===== src/rtl/ext_req_initiator.sv =====
// ext_req_initiator: 4-phase req/ack initiator issuing `count` handshakes with optional ack timeout.
// Define INITIATOR_TRACE_EN for simulation-only per-handshake and timeout trace output.
module ext_req_initiator #(
    parameter int CNT_W = 8,
    parameter int TMO_W = 8
) (
    input  logic             clk,
    input  logic             rst_n,
    input  logic             start,
    input  logic [CNT_W-1:0] count,
    input  logic [TMO_W-1:0] timeout,
    output logic             req,
    input  logic             ack,
    output logic             busy,
    output logic             done,
    output logic             err,
    output logic [CNT_W-1:0] calls_done
);
    typedef enum logic [2:0] {IDLE, ASSERT, RELEASE, FINISH, ABORT} state_t;
    state_t state_q, state_d;
    logic [CNT_W-1:0] cnt_q, cnt_d, calls_q, calls_d;
    logic [TMO_W-1:0] tmo_q, tmo_d, wait_q, wait_d;
    logic req_q, req_d, busy_q, busy_d, done_q, done_d, err_q, err_d;
    always_comb begin
        state_d = state_q;
        cnt_d   = cnt_q;
        tmo_d   = tmo_q;
        wait_d  = wait_q;
        calls_d = calls_q;
        req_d   = req_q;
        busy_d  = busy_q;
        done_d  = 1'b0;
        err_d   = 1'b0;
        case (state_q)
            IDLE: begin
                // busy_q still high here on the done/err cycle, so a start then is ignored
                busy_d = 1'b0;
                if (start && !busy_q) begin
                    busy_d  = 1'b1;
                    calls_d = '0;
                    if (count != '0) begin
                        cnt_d   = count;
                        tmo_d   = timeout;
                        wait_d  = '0;
                        req_d   = 1'b1;
                        state_d = ASSERT;
                    end else begin
                        done_d = 1'b1;
                    end
                end
            end
            ASSERT: begin
                if (ack) begin
                    calls_d = calls_q + CNT_W'(1);
                    req_d   = 1'b0;
                    state_d = RELEASE;
                end else if (tmo_q != '0 && wait_q == tmo_q - TMO_W'(1)) begin
                    req_d   = 1'b0;
                    state_d = ABORT;
                end else begin
                    wait_d = wait_q + TMO_W'(1);
                end
            end
            RELEASE: begin
                if (!ack) begin
                    if (calls_q == cnt_q) begin
                        state_d = FINISH;
                    end else begin
                        wait_d  = '0;
                        req_d   = 1'b1;
                        state_d = ASSERT;
                    end
                end
            end
            FINISH: begin
                done_d  = 1'b1;
                state_d = IDLE;
            end
            ABORT: begin
                if (!ack) begin
                    err_d   = 1'b1;
                    state_d = IDLE;
                end
            end
            default: state_d = IDLE;
        endcase
    end
    always_ff @(posedge clk or negedge rst_n) begin
        if (!rst_n) begin
            state_q <= IDLE;
            cnt_q   <= '0;
            tmo_q   <= '0;
            wait_q  <= '0;
            calls_q <= '0;
            req_q   <= 1'b0;
            busy_q  <= 1'b0;
            done_q  <= 1'b0;
            err_q   <= 1'b0;
        end else begin
            state_q <= state_d;
            cnt_q   <= cnt_d;
            tmo_q   <= tmo_d;
            wait_q  <= wait_d;
            calls_q <= calls_d;
            req_q   <= req_d;
            busy_q  <= busy_d;
            done_q  <= done_d;
            err_q   <= err_d;
        end
    end
`ifdef INITIATOR_TRACE_EN
    always @(posedge clk) begin
        if (rst_n && state_q == ASSERT && ack)
            $display("ext_req_initiator: call %0d ack wait %0d", calls_q + CNT_W'(1), wait_q);
        if (rst_n && state_q == ASSERT && state_d == ABORT)
            $display("ext_req_initiator: req timeout");
    end
`endif
    assign req        = req_q;
    assign busy       = busy_q;
    assign done       = done_q;
    assign err        = err_q;
    assign calls_done = calls_q;
endmodule


===== config.mk =====
export PLATFORM = sky130hd
export DESIGN_NAME = ext_req_initiator
export DESIGN_NICKNAME = d
export VERILOG_FILES = /design/src/rtl/ext_req_initiator.sv
export SDC_FILE = /design/constraint.sdc
export NUM_CORES = 1
export LEC_CHECK = 0
export ABC_CLOCK_PERIOD_IN_PS = 6200
export BUFFER_PORTS_ARGS = -buffer_cell sky130_fd_sc_hd__buf_2
export CAP_MARGIN = 20
export CORE_AREA = 2 2 90 92
export CTS_CLUSTER_DIAMETER = 50
export CTS_CLUSTER_SIZE = 14
export DETAILED_ROUTE_END_ITERATION = 7
export DIE_AREA = 0 0 92 94
export PLACE_DENSITY = 0.58
export SLEW_MARGIN = 10
export SYNTH_ARGS = -nofsm -noshare
export SYNTH_HDL_FRONTEND = slang
export SYNTH_SLANG_ARGS = --single-unit

===== constraint.sdc =====
create_clock -name clk -period 6.2 [get_ports clk]
set_input_delay 0.62 -clock clk [delete_from_list [all_inputs] [get_ports clk]]
set_output_delay 0.62 -clock clk [all_outputs]
set_load 0.05 [all_outputs]

==> flow_results.org <==
** Timing
- Across all setup checks in the final design, the least slack found is 3.773 ns.
- For the pin with the worst max-slew slack, the measured transition is 0.8820 ns.
- Number of endpoints with negative hold slack in the final report :: 0
- After layout, the minimum clock period comes to 2.427 ns.
- Summed over all failing endpoints, the final setup total negative slack is 0 ns.
- Slew Limit Fails :: 0
- The final critical path takes up 39.14% of the cycle.
- Hold is met by 0.4366 ns.
- For the final database, setup skew stands at 0.008150 ns.
- Final setup viols :: 0
- RSZ-0062 raised after global routing :: false
- Based on the critical path, the design can be clocked at up to 412.0 MHz.
- Slew HR :: 41.20%

** Route
- After detailed routing, the average wire length per cell comes to 13.68 um.
- The first routing iteration left 102 violations.
- Vias post-DR :: 1,743
- In the routed layout, each cell is associated on average with a via count of 4.855.
- DRT Pass-1 Iters :: 6
- Post-detailed-route DRC marker count :: 0
- Once detail routing completed, the nets flagged for antenna violations numbered 0.
- Summed over all layers, the routed wires come to 4912 um.

** Critical path
- At the worst endpoint, the required time is 6.43 ns.
- Of all nets on the critical path, the largest fanout is 12.
- Element type at the critical path end :: flop
- Setup Crit Path Kind :: reg -> reg
- Cells along the critical path :: inv_1 -> ha_1 -> o21ba_2 -> a22oi_1 -> o2111a_1 -> o211ai_4 -> nand2_4 -> or4_1 -> nand3_1
- STA classifies the critical path startpoint as a flop.
- For this design, the slowest cell found on the critical path is sky130_fd_sc_hd__or4_1.
- Arrival time of data at the critical path endpoint :: 2.66 ns
- Max incr delay on CP :: 0.53 ns

** Finish
- Filler Cells Inserted :: 799
- Syn-to-layout area delta :: 14.76%
- Post-Layout Inst Area :: 2597 um2
- The number of antenna diodes in the final layout is 0.
- Layout Nets :: 280
- The sequential cells in the finished layout cover a total of 975.9 um2.
- Area taken by multi-input logic gates :: 1190 um2
- Layout cells sized above 1 :: 23.74%

** Logic synthesis
- Synthesis handed over a netlist of 229 instances.
- Synthesis produced a netlist with a net count of 253.
- Of the post-synthesis cell area, the part taken by muxes is 6.468%.
- Number of different library cells in the post-synthesis netlist :: 52
- Post-synthesis xor/xnor area fraction :: 8.900%
- Yosys instantiated no cell more often than sky130_fd_sc_hd__dfrtp_1.
- Of the synthesized area, sequential elements account for 43.12%.
- In the synthesized netlist the async set-or-reset flop fraction comes to 100.0%.
- The synthesized design contains 0 enable-type register cells.
- The synthesized netlist devotes 14.93% of its cell area to compound gates.
- The synthesized netlist occupies a cell area of 2263 um2.
- By area, the combinational part of the netlist is dominated by simple AND/OR/NAND/NOR gates.
- In this run the mean area of a mapped cell was 9.884 um2.
- Register bit count reported by yosys :: 39
- Among all flip-flop cells after synthesis, the most frequent one is sky130_fd_sc_hd__dfrtp_1.
- Sorting the synthesized cells by area gives the leading types as sky130_fd_sc_hd__dfrtp_1 43%, sky130_fd_sc_hd__xnor2_1 6.6%, sky130_fd_sc_hd__mux2_2 4.5%, sky130_fd_sc_hd__nand2_1 2.8%, sky130_fd_sc_hd__nand3_1 2.4%.
- Synth area leader :: sky130_fd_sc_hd__dfrtp_1
- After synthesis, the most frequently instantiated cells are 39 x sky130_fd_sc_hd__dfrtp_1, 17 x sky130_fd_sc_hd__nand2_1, 17 x sky130_fd_sc_hd__xnor2_1.
- During synthesis, Yosys emitted a total of 0 warnings.
- Area share of the largest cell type after synthesis :: 43.12%
- Share of synthesized cell area in full adder, half adder and majority cells :: 2.211%
- Of the total synthesized cell area, the portion taken by AND, OR, NAND and NOR gates is 20.07%.

** Place
- The wire-length estimate of the detail-placed layout is 3424 um.
- The congestion estimate from routability-driven global placement came to 0.7853.
- Cell Area, Placed :: 2494 um2
- Port buffering added 31 buffers.
- Post-place setup slack :: 3.713 ns

** Pwr
- For this design the ratio of total power to cell area is 436.4 nW/um2.
- Combinational logic is responsible for 43.0% of the overall power.
- Of the total power, registers draw 40.0%.
- P_sw :: 482.4 uW
- P_int :: 651.2 uW
- IR drop worst, VDD :: 0.1180 mV
- Share of total power in the clock network :: 16.9%
- The analysis attributes to cell leakage a power of 1.137 nW.
- Proportion of total power due to net switching :: 42.56%

** Global routing
- Remaining global-route overflow :: 0
- Wire length of the first global-routing pass :: 8259 um
- Pin count of the biggest net entering global routing :: 40
- Initial antenna violation count :: 0
- GRT Util Overall :: 12.06%
- The via count of the first global-routing pass came to 1,650.

** CTS
- No sink is reached through more buffers than the 2 on the longest clock path.
- Number of hold-repair buffers added at the cts stage :: 0
- Clock input transition at the sequential cells of the worst setup and hold paths :: 0.08 ns
- The number of clock buffers added by TritonCTS is 5.
- Cells resized by post-CTS repair :: 0
- TritonCTS clock tree :: yes
- The cell sitting at the root of the clock tree is a sky130_fd_sc_hd__clkbuf_8.
- Clock tree synthesis found a total of 39 sinks.
- Latest clock arrival within the worst-skew pair :: 0.30 ns
- Number of levels in the clock H-tree :: 2
- The number of setup buffers added after CTS is 0.

** Floorplan
- Row cnt :: 32
- The floorplan step defined a die boundary enclosing 8648 um2.
- Effective utilization at floorplan :: 29.75%
- Core area :: 7607 um2
- Chip height :: 94 um
- During I/O placement, the number of pins put on the boundary was 32.
- DIE WIDTH :: 92 um

** Hold path
- The tightest min-delay check is of the in -> async type.

** Status
- The flow ran to the end, and the final reports show no timing, DRC or antenna violations.

** Run
- Max capacitance violation total :: 0
[metrics by stage]
stage	utilization [%]	instances	total power [mW]
6_report	34.14	359	1.134
5_1_grt	34.14	359	1.224
3_3_place_gp	32.78	350	0.9376
3_5_place_dp	32.78	350	0.9477
4_1_cts	34.08	358	1.144
2_1_floorplan	-	229	0.8393
[power by group through the flow]
stage | registers (mW) | clock network, mW | logic, mW
2_1_floorplan | 0.469 | 0 | 0.370
3_3_place_gp | 0.459 | 0 | 0.479
3_5_place_dp | 0.461 | 0 | 0.487
4_1_cts | 0.456 | 0.198 | 0.490
5_1_grt | 0.472 | 0.211 | 0.542
6_report | 0.454 | 0.192 | 0.488
[flip-flops by register name, summed over array words and instances (netlist names)]
name        cells
err             1
state_q         3
tmo_q           8
cnt_q           8
wait_q          8
busy            1
done            1
calls_done      8
req             1
[per-layer routing]
| layer | GRT usage, % | share of wire (%) |
|---|---|---|
| met1 | 17.14 | 51 |
| met2 | 17.77 | 42 |
| met3 | 3.130 | 4.9 |
| met4 | 4.104 | 1.5 |
| met5 | 0 | 0 |
[final cells by class]
class / instances / share of cell area, %
clock buffers: 6 / 3.179
flip-flops and latches: 39 / 37.57
multi-input cells: 168 / 45.81
well taps: 102 / 4.913
clock inverters: 2 / 0.6262
repair buffers: 34 / 6.744
inverters: 8 / 1.156
[cell usage in the layout, fill, tap and decap left out, types with 3 or more instances in the layout]
master | Yosys | layout
sky130_fd_sc_hd__and3_1 | 5 | 5
sky130_fd_sc_hd__nand2b_1 | 3 | 3
sky130_fd_sc_hd__a31oi_1 | 3 | 3
sky130_fd_sc_hd__nor4_1 | 4 | 4
sky130_fd_sc_hd__or3_1 | 5 | 5
sky130_fd_sc_hd__o31ai_1 | 4 | 4
sky130_fd_sc_hd__nor2b_1 | 6 | 6
sky130_fd_sc_hd__nand2_1 | 17 | 17
sky130_fd_sc_hd__buf_2 | 6 | 32
sky130_fd_sc_hd__a21oi_1 | 7 | 7
sky130_fd_sc_hd__nand3_1 | 11 | 11
sky130_fd_sc_hd__nand4_1 | 4 | 4
sky130_fd_sc_hd__inv_1 | 7 | 7
sky130_fd_sc_hd__dfrtp_1 | 39 | 39
sky130_fd_sc_hd__or4_1 | 3 | 3
sky130_fd_sc_hd__o21ai_1 | 4 | 4
sky130_fd_sc_hd__ha_1 | 4 | 4
sky130_fd_sc_hd__mux2_1 | 4 | 4
sky130_fd_sc_hd__xnor2_1 | 17 | 17
sky130_fd_sc_hd__nor2_1 | 12 | 12
sky130_fd_sc_hd__nor3_1 | 7 | 7
sky130_fd_sc_hd__clkbuf_8 | 0 | 6
sky130_fd_sc_hd__o21ai_0 | 6 | 6
sky130_fd_sc_hd__mux2_2 | 9 | 9
sky130_fd_sc_hd__xor2_1 | 6 | 6
[critical path: cells and delay by family, from the launching register on]
family / cells / cell delay (ns)
buf+inv: 1 / 0.12
compound gates: 4 / 0.67
flops: 1 / 0.44
fa+ha+maj: 1 / 0.34
simple gates: 3 / 0.79
[kinds of logic (layout without fill, tap and decap cells)]
logic type / count (synthesis) / after routing
fa+ha+maj: 4 / 4
buf+inv: 22 / 50
flops: 39 / 39
mux: 13 / 13
compound gates: 45 / 45
simple gates: 83 / 83
xor+xnor: 23 / 23
[final timing paths]
check / startpoint / end / slack (ns) / depth (start not counted)
max: tmo_q[0]$_DFFE_PN0P_ / wait_q[5]$_DFFE_PN0P_ / 3.77 / 9
min: rst_n / tmo_q[4]$_DFFE_PN0P_ / 0.44 / 1
max reg2reg: tmo_q[0]$_DFFE_PN0P_ / wait_q[5]$_DFFE_PN0P_ / 3.77 / 9
min reg2reg: req$_DFFE_PN0P_ / req$_DFFE_PN0P_ / 0.50 / 1
max in group asynchronous: rst_n / calls_done[6]$_DFFE_PN0P_ / 5.22 / 1
min in group clk: req$_DFFE_PN0P_ / req$_DFFE_PN0P_ / 0.50 / 1
Note: power is estimated with default switching activity, not from simulation.
